$ cat config.mk
export PLATFORM = sky130hd
export DESIGN_NAME = tff_down_counter
export DESIGN_NICKNAME = d
export VERILOG_FILES = /design/src/rtl/tff_down_counter_pkg.sv /design/src/rtl/tff_down_counter_tff_cell.sv /design/src/rtl/tff_down_counter.sv
export SDC_FILE = /design/constraint.sdc
export NUM_CORES = 1
export LEC_CHECK = 0
export BUFFER_PORTS_ARGS = -buffer_cell sky130_fd_sc_hd__buf_2
export CAP_MARGIN = 30
export CORE_AREA = 10 10 47 49
export DETAILED_ROUTE_END_ITERATION = 10
export DIE_AREA = 0 0 57 59
export PLACE_DENSITY = 0.69
export SETUP_SLACK_MARGIN = 0.5
export SLEW_MARGIN = 30
export SYNTH_ARGS = -nofsm -noshare
export SYNTH_HDL_FRONTEND = slang
export SYNTH_SLANG_ARGS = --single-unit
$ cat constraint.sdc
create_clock -name clk -period 2 [get_ports clk]
set_input_delay 0 -clock clk [delete_from_list [all_inputs] [get_ports clk]]
set_output_delay 0 -clock clk [all_outputs]
set_load 0.01 [all_outputs]
$ cat src/rtl/tff_down_counter_pkg.sv
`default_nettype none
// ============================================================================
// Module   : tff_down_counter_pkg
// Brief    : Shared types for the T-flip-flop down counter.
// Revision : 1.0  initial release
// ============================================================================
package tff_down_counter_pkg;

   // Operating mode selected on each clock edge. Priority is resolved by
   // the top level: load > wrap/count > hold.
   typedef enum logic [1:0] {
      MODE_HOLD  = 2'd0,
      MODE_COUNT = 2'd1,
      MODE_WRAP  = 2'd2,
      MODE_LOAD  = 2'd3
   } cnt_mode_e;

endpackage : tff_down_counter_pkg
`default_nettype wire

$ cat src/rtl/tff_down_counter_tff_cell.sv
`default_nettype none
// ============================================================================
// Module   : tff_cell
// Brief    : Single T toggle flop with asynchronous active-high clear.
// Revision : 1.0  initial release
// ============================================================================
module tff_cell (
   input  logic clk,
   input  logic reset,
   input  logic t,
   output logic q
);

   logic q_q;

   // Toggle storage: flips when t is high, cleared asynchronously
   always_ff @(posedge clk or posedge reset) begin
      if (reset) begin
         q_q <= 1'b0;
      end else if (t) begin
         q_q <= ~q_q;
      end
   end

   assign q = q_q;

endmodule : tff_cell
`default_nettype wire

$ cat src/rtl/tff_down_counter.sv
`default_nettype none
// ============================================================================
// Module   : tff_down_counter
// Brief    : Parameterised down counter built from T flip-flops, with
//            parallel load, optional auto-reload and cascade borrow.
// Revision : 1.0  initial release
// ============================================================================
module tff_down_counter
   import tff_down_counter_pkg::*;
#(
   parameter int WIDTH = 4             // counter width, must be >= 2
) (
   input  logic             clk,
   input  logic             reset,
   input  logic             enable,
   input  logic             load,
   input  logic [WIDTH-1:0] d,
   input  logic             auto_reload,
   output logic [WIDTH-1:0] q,
   output logic             zero,
   output logic             borrow,
   output logic             wrap
);

   logic [WIDTH-1:0] cnt_q;        // collected outputs of the toggle cells
   logic [WIDTH-1:0] reload_q;     // value re-entered on auto-reload wraps
   logic             wrap_q;
   cnt_mode_e        mode_d;
   logic [WIDTH-1:0] t_d;          // per-bit toggle enables
   logic             wrap_d;

   assign zero   = (cnt_q == '0);
   assign borrow = enable & ~load & zero;

   // Resolve the edge action: load beats counting, counting at zero is a wrap
   always_comb begin
      mode_d = MODE_HOLD;
      if (load) begin
         mode_d = MODE_LOAD;
      end else if (enable && zero) begin
         mode_d = MODE_WRAP;
      end else if (enable) begin
         mode_d = MODE_COUNT;
      end
   end

   // Toggle enables: ripple-borrow pattern when counting, q^target otherwise.
   // d is only looked at in load mode so an undriven d cannot leak into q.
   always_comb begin
      logic lower_zero;
      t_d        = '0;
      lower_zero = 1'b1;
      unique case (mode_d)
         MODE_LOAD: begin
            t_d = cnt_q ^ d;
         end
         MODE_WRAP: begin
            // q is all zeros here, so the toggle vector equals the target
            t_d = auto_reload ? (cnt_q ^ reload_q) : (cnt_q ^ {WIDTH{1'b1}});
         end
         MODE_COUNT: begin
            // bit i toggles when every lower bit is 0 (a borrow ripples up)
            for (int i = 0; i < WIDTH; i++) begin
               t_d[i]     = lower_zero;
               lower_zero = lower_zero & ~cnt_q[i];
            end
         end
         default: begin
            t_d = '0;
         end
      endcase
   end

   assign wrap_d = (mode_d == MODE_WRAP);

   genvar gi;
   generate
      for (gi = 0; gi < WIDTH; gi++) begin : g_bit
         tff_cell u_cell (
            .clk   (clk),
            .reset (reset),
            .t     (t_d[gi]),
            .q     (cnt_q[gi])
         );
      end
   endgenerate

   // Reload value is plain D storage, captured only on a load strobe
   always_ff @(posedge clk or posedge reset) begin
      if (reset) begin
         reload_q <= '0;
      end else if (load) begin
         reload_q <= d;
      end
   end

   // One-cycle wrap pulse, aligned with the reloaded or wrapped count
   always_ff @(posedge clk or posedge reset) begin
      if (reset) begin
         wrap_q <= 1'b0;
      end else begin
         wrap_q <= wrap_d;
      end
   end

   assign q    = cnt_q;
   assign wrap = wrap_q;

endmodule : tff_down_counter
`default_nettype wire

==> results of run 1 <==
## cell families (layout without fill, tap and decap cells)
| kind of cell | count (synthesis) | in the layout |
|---|---|---|
| AND/OR/NAND/NOR | 16 | 16 |
| AO/OA/AOI/OAI | 10 | 10 |
| flip-flops | 9 | 9 |
| multiplexers | 2 | 2 |
| buffers and inverters | 11 | 33 |
## synthesized netlist by cell type (2+ instances only)
cell type,count
a21oi_1,3
buf_4,4
clkbuf_1,2
dfrtp_1,9
inv_1,5
mux2_2,2
nand2_1,3
nor2_1,3
nor3b_1,2
nor4b_1,2
o21ai_0,2
o311ai_0,2
## path summary, 6_finish.rpt
check | slack [ns] | end | start
worst max-delay path | 0.51 | g_bit[2].u_cell.q | g_bit[2].u_cell.q
worst max register to register | 0.51 | g_bit[2].u_cell.q | g_bit[2].u_cell.q
worst min-delay path | 0.05 | g_bit[0].u_cell.q | enable
max in group asynchronous | 1.49 | g_bit[2].u_cell.q | reset
min in group asynchronous | 0.24 | reload_q[0] | reset
worst min register to register | 0.51 | reload_q[0] | reload_q[0]
## worst max-delay path: cells and delay by family, from the launching register on
family             cells  cell delay (ns)
AOI/OAI and AO/OA      2             0.38
DFF                    1             0.43
and+or+nand+nor        1             0.56
## per-stage QoR
stage           util  std cells  power, mW  cell area [sq um]
2_1_floorplan      -         48      0.275                475
3_3_place_gp   0.380         73      0.292                533
3_5_place_dp   0.380         73      0.296                533
4_1_cts        0.446         84      0.451                626
5_1_grt        0.461         86      0.482                646
6_report       0.461         86      0.455                646
## cell type report
cell class | instances | area share
Sequential cell | 9 | 0.351
Tap cell | 16 | 0.0310
Timing Repair Buffer | 24 | 0.240
Clock buffer | 4 | 0.0407
Multi-Input combinational cell | 28 | 0.308
Inverter | 5 | 0.0291
## sequential cells by signal, summed over array words and instances, names as in the netlist
| signal | flops |
|---|---|
| wrap | 1 |
| reload_q | 4 |
| g_bit.u_cell.q | 4 |
## timing repair
item                                    4_1_cts  5_1_grt
endpoints found under the setup margin        2        3
pin swaps                                     0        2
hold buffers                                  5        0
gates resized for setup                       1        1
buffers inserted                              2        2
hold endpoints to repair                     16        0
## power breakdown
| group | internal [mW] | total [mW] | switching [mW] |
|---|---|---|---|
| logic | 0.0522 | 0.0987 | 0.0465 |
| clock network | 0.0768 | 0.139 | 0.0624 |
| registers | 0.200 | 0.217 | 0.0172 |
| total | 0.329 | 0.455 | 0.126 |
## routing by layer
metal / wire length [um] / vias up
met4: 18 / 0
met1: 466 / 201
met3: 85 / 2
li1: - / 210
met2: 577 / 10
met5: 0 / -
==> results.cfg, run 1 <==
[floorplanning]
start_util = 0.339
dieArea_sq_um = 3360
fp.dieW_um = 57
core-area_sq_um = 1400
dieHeight_um = 59
rows = 14
io_pins = 16

[sta]
slew-limit-headroom = 0.776
slew_violations = 0
fin_crit_sh = 0.745
finalWorstSetupSlack_ns = 0.511
max_freq_mhz = 672
holdWs_ns = 0.0515
hold_viol = 0
skew_ns = 0.00103
post-route-min-period_ns = 1.49
grt_setup_unrepaired = true
worstMarginPinSlew_ns = 0.331
setup_tns_ns = 0
setup_violations = 0

[synth]
synth_compound_area_frac = 0.150
synthAdderAreaFrac = 0
synth_top_family_by_area = simple AND/OR/NAND/NOR gates
synth_cell_types = 21
synthFlopType = dfrtp_1
synthCells = 48
synth_edf_count = 0
synthMuxAreaShare = 0.0474
synthesis.nets = 57
yosys.area.top_type = dfrtp_1
seq_area_frac_synth = 0.474
synth-simple-area-share = 0.211
netlist_area_sq_um = 475
synth.ff_latch_count = 9
syn_avg_cell_area_sq_um = 9.91
synth-xor-area-share = 0
ys_top_cells_by_area = dfrtp_1 47%, buf_4 6.3%, mux2_2 4.7%, inv_1 3.9%, nor4b_1 3.7%
synth_top_area_frac = 0.474
ys_warn_count = 0
synth_async_sr_flop_share = 1.00

[global_route]
grt_pass1_wl_um = 1910
grt_overflow = 0
met2_usage = 0.124
use_met1 = 0.0664
grt.met3_usage = 0.0365
antenna_found_initial = 0
grt_max_degree = 18
grt.total_usage = 0.0713
grt_pass1_vias = 440
gr-max-usage-layer = met2

[critical_path]
path_max_fanout = 5
required_ns = 2.13
endpoint_kind = register
worstRegToRegCells = 3
crit_arrival_ns = 1.62
crit_path_top_delay_cell = or4b_4
cp-start-kind = register
crit_type = reg -> reg
slowest_delay_ns = 0.56
path_cells = or4b_4 > a211o_1 > o311ai_0

[placed_design]
hpwl_um = 851
place_ws_ns = 0.473
port_buffers = 15
gp_congestion = 0.715

[clock_network]
numCtsBuffers = 3
clock_sinks = 9
clock_latency_ns = 0.25
clk_path_buf_depth = 2
cts_tree = done
cts_root_buf = clkbuf_4
htreeDepth = 1
clk_pin_slew_worst_paths_ns = 0.06

[finish]
seq_area_sq_um = 226
layout_common_cells = 15 x buf_2, 8 x dfrtp_1, 5 x inv_1, 5 x dlygate4sd3_1, 4 x buf_4
diodes = 0
fin_nets = 80
layout-drive-gt1-share = 0.386
area_delta_synth_final_pct = 35.8
layout_commonest_cell = buf_2
num-fill-cells = 152
multi_input_area_sq_um = 199

[power_and_ir_drop]
p_leak_nw = 0.308
p_per_area_nw_per_um2 = 705
ir_worst_vdd_mv = 0.356

[run]
max-cap-violations = 0

[routing]
wl_um = 1150
drtAntennaViolNets = 0
drc = 0
via_per_inst = 4.92
firstDrtPassIters = 4
drt_iter0_drc = 2
via_count = 423
wire_per_inst_um = 13.3

[run_status]
status = finished clean

[worst_hold_path]
hold_depth = 3
hp-class = in -> reg
(Power assumes the default switching activity.)
==> run 2: changes to the inputs <==
Settings changed: ABC_AREA from default to 1, PLACE_DENSITY 0.69 to 0.82.
Clock period 2 ns to 1.5 ns, I/O delays scaled along.
==> run 2 against run 1 <==
Against the previous run: clock-buffer cell count is the same; critical path depth grew 1; highest routed layer unchanged; first-iteration DRC count grew to 6.5 times the previous value; flip-flop and latch count is the same.
==> results.cfg, run 2 <==
[run_status]
status = finished clean

[critical_path]
endpoint_kind = output port
cp-start-kind = register
required_ns = 1.50
crit_type = reg -> out
worstRegToRegCells = 6
r2r_start = g_bit[3].u_cell.q
crit_arrival_ns = 1.16
path_max_fanout = 6
critical_path.startpoint = g_bit[3].u_cell.q

[clock_network]
clk_path_buf_depth = 2
clk_pin_slew_worst_paths_ns = 0.06
htreeDepth = 1
clock_sinks = 9
cts_root_buf = clkbuf_4
numCtsBuffers = 3
cts_tree = done
clock_latency_ns = 0.26

[synth]
synthFlopType = dfrtp_1
synth_cell_types = 20
ys_top_cells_by_area = dfrtp_1 35%, nand2_1 11%, inv_1 7.0%, nand2_2 4.9%, nand3_1 4.7%
synth.most_common_cell = nand2_1
netlist_area_sq_um = 642
synthCells = 81
synthesis.nets = 90
synth_top_cells_by_count = 18 x nand2_1, 12 x inv_1, 9 x dfrtp_1, 6 x nand3_1, 5 x nand2_2
synth_top_area_frac = 0.351
seq_area_frac_synth = 0.351
synth_edf_count = 0
ys_warn_count = 0
yosys.area.top_type = dfrtp_1
synth.ff_latch_count = 9
synth_async_sr_flop_share = 1.00
syn_avg_cell_area_sq_um = 7.92

[routing]
firstDrtPassIters = 4
drc = 0
via_count = 593
wire_per_inst_um = 11.7
drt_iter0_drc = 13
drtAntennaViolNets = 0
via_per_inst = 4.86
wl_um = 1430

[sta]
hold_viol = 0
grt_setup_unrepaired = true
slew_violations = 0
finalWorstSetupSlack_ns = 0.345
holdWs_ns = 0.0125
slew-limit-headroom = 0.754
post-route-min-period_ns = 1.16
setup_tns_ns = 0
worstMarginPinSlew_ns = 0.368
skew_ns = 0.00222
fin_crit_sh = 0.770
setup_violations = 0
max_freq_mhz = 866

[placed_design]
place_area_sq_um = 696
port_buffers = 15
gp_congestion = 0.876
place_ws_ns = 0.327
hpwl_um = 1080
dp.cells = 107

[worst_hold_path]
hp-start = d[1]
hold_depth = 3
hp-class = in -> reg

[power_and_ir_drop]
p_per_area_nw_per_um2 = 1470
ir_worst_vdd_mv = 0.925
p_leak_nw = 0.479

[finish]
fin_nets = 116
diodes = 0
stdcell_count = 122
num-fill-cells = 135
layout_commonest_cell = nand2_1
finish.instance_area_sq_um = 853
layout_common_cells = 17 x nand2_1, 14 x buf_2, 12 x inv_1
layout-drive-gt1-share = 0.443
area_delta_synth_final_pct = 32.9

[global_route]
antenna_found_initial = 0
grt_pass1_wl_um = 2530
grt_max_degree = 13
grt_overflow = 0
grt.total_usage = 0.0904
grt_pass1_vias = 612

[floorplanning]
rows = 14
fp.dieW_um = 57
dieHeight_um = 59
core-area_sq_um = 1400
start_util = 0.458
dieArea_sq_um = 3360
io_pins = 16

[run]
max-cap-violations = 0
-- run 2: cell families after synthesis --
family | after synthesis | synth area share
and+or+nand+nor | 46 | 0.423
buffers and inverters | 17 | 0.134
DFF | 9 | 0.351
AOI/OAI and AO/OA | 9 | 0.0916
-- run 2: path summary, 6_finish.rpt --
kind	endpoint	slack (ns)
worst max-delay path	borrow	0.34
max in group asynchronous	g_bit[3].u_cell.q	0.96
worst max register to register	g_bit[3].u_cell.q	0.37
worst min-delay path	reload_q[1]	0.01
worst min register to register	reload_q[0]	0.52
min in group asynchronous	reload_q[0]	0.25
-- run 2: metrics by stage --
| step | utilization | power [mW] |
|---|---|---|
| after floorplan | - | 0.765 |
| after global placement | 0.496 | 0.818 |
| after detailed placement | 0.496 | 0.835 |
| after CTS | 0.602 | 1.24 |
| after global routing | 0.609 | 1.36 |
| final | 0.609 | 1.26 |
-- run 2: final cells by class --
cell class,instances,area [sq um],share of cell area
clock buffers,4,26.3,0.0308
inverters,12,45.0,0.0528
multi-input cells,55,343,0.402
flip-flops and latches,9,229,0.268
well taps,16,20.0,0.0235
repair buffers,26,190,0.223
-- run 2: critical path, cell delays in order (launching register included) --
cell,delay (ns)
dfrtp_2,0.44
nor2_4,0.13
nand2_4,0.10
nor2_1,0.09
buf_2,0.14
-- run 2: where the power goes --
part	total [mW]	internal, mW	leakage [nW]	switching, mW
Sequential	0.394	0.313	0.106	0.0805
Clock	0.190	0.103	0.0150	0.0871
Combinational	0.672	0.347	0.358	0.325
-- run 2: timing repair --
action                     4_1_cts  5_1_grt
setup buffers                    7        0
setup endpoints to repair        6        7
hold endpoints to repair        12        0
hold buffers                     4        0
resized for setup                6        2
pin swaps                        5        1
-- run 2: routing by layer --
metal,vias to the layer above,part of all wire,GRT usage
met5,-,0,0
met4,0,0.0070,0.0201
met3,2,0.070,0.0322
met2,21,0.51,0.157
met1,268,0.41,0.104
li1,302,-,-
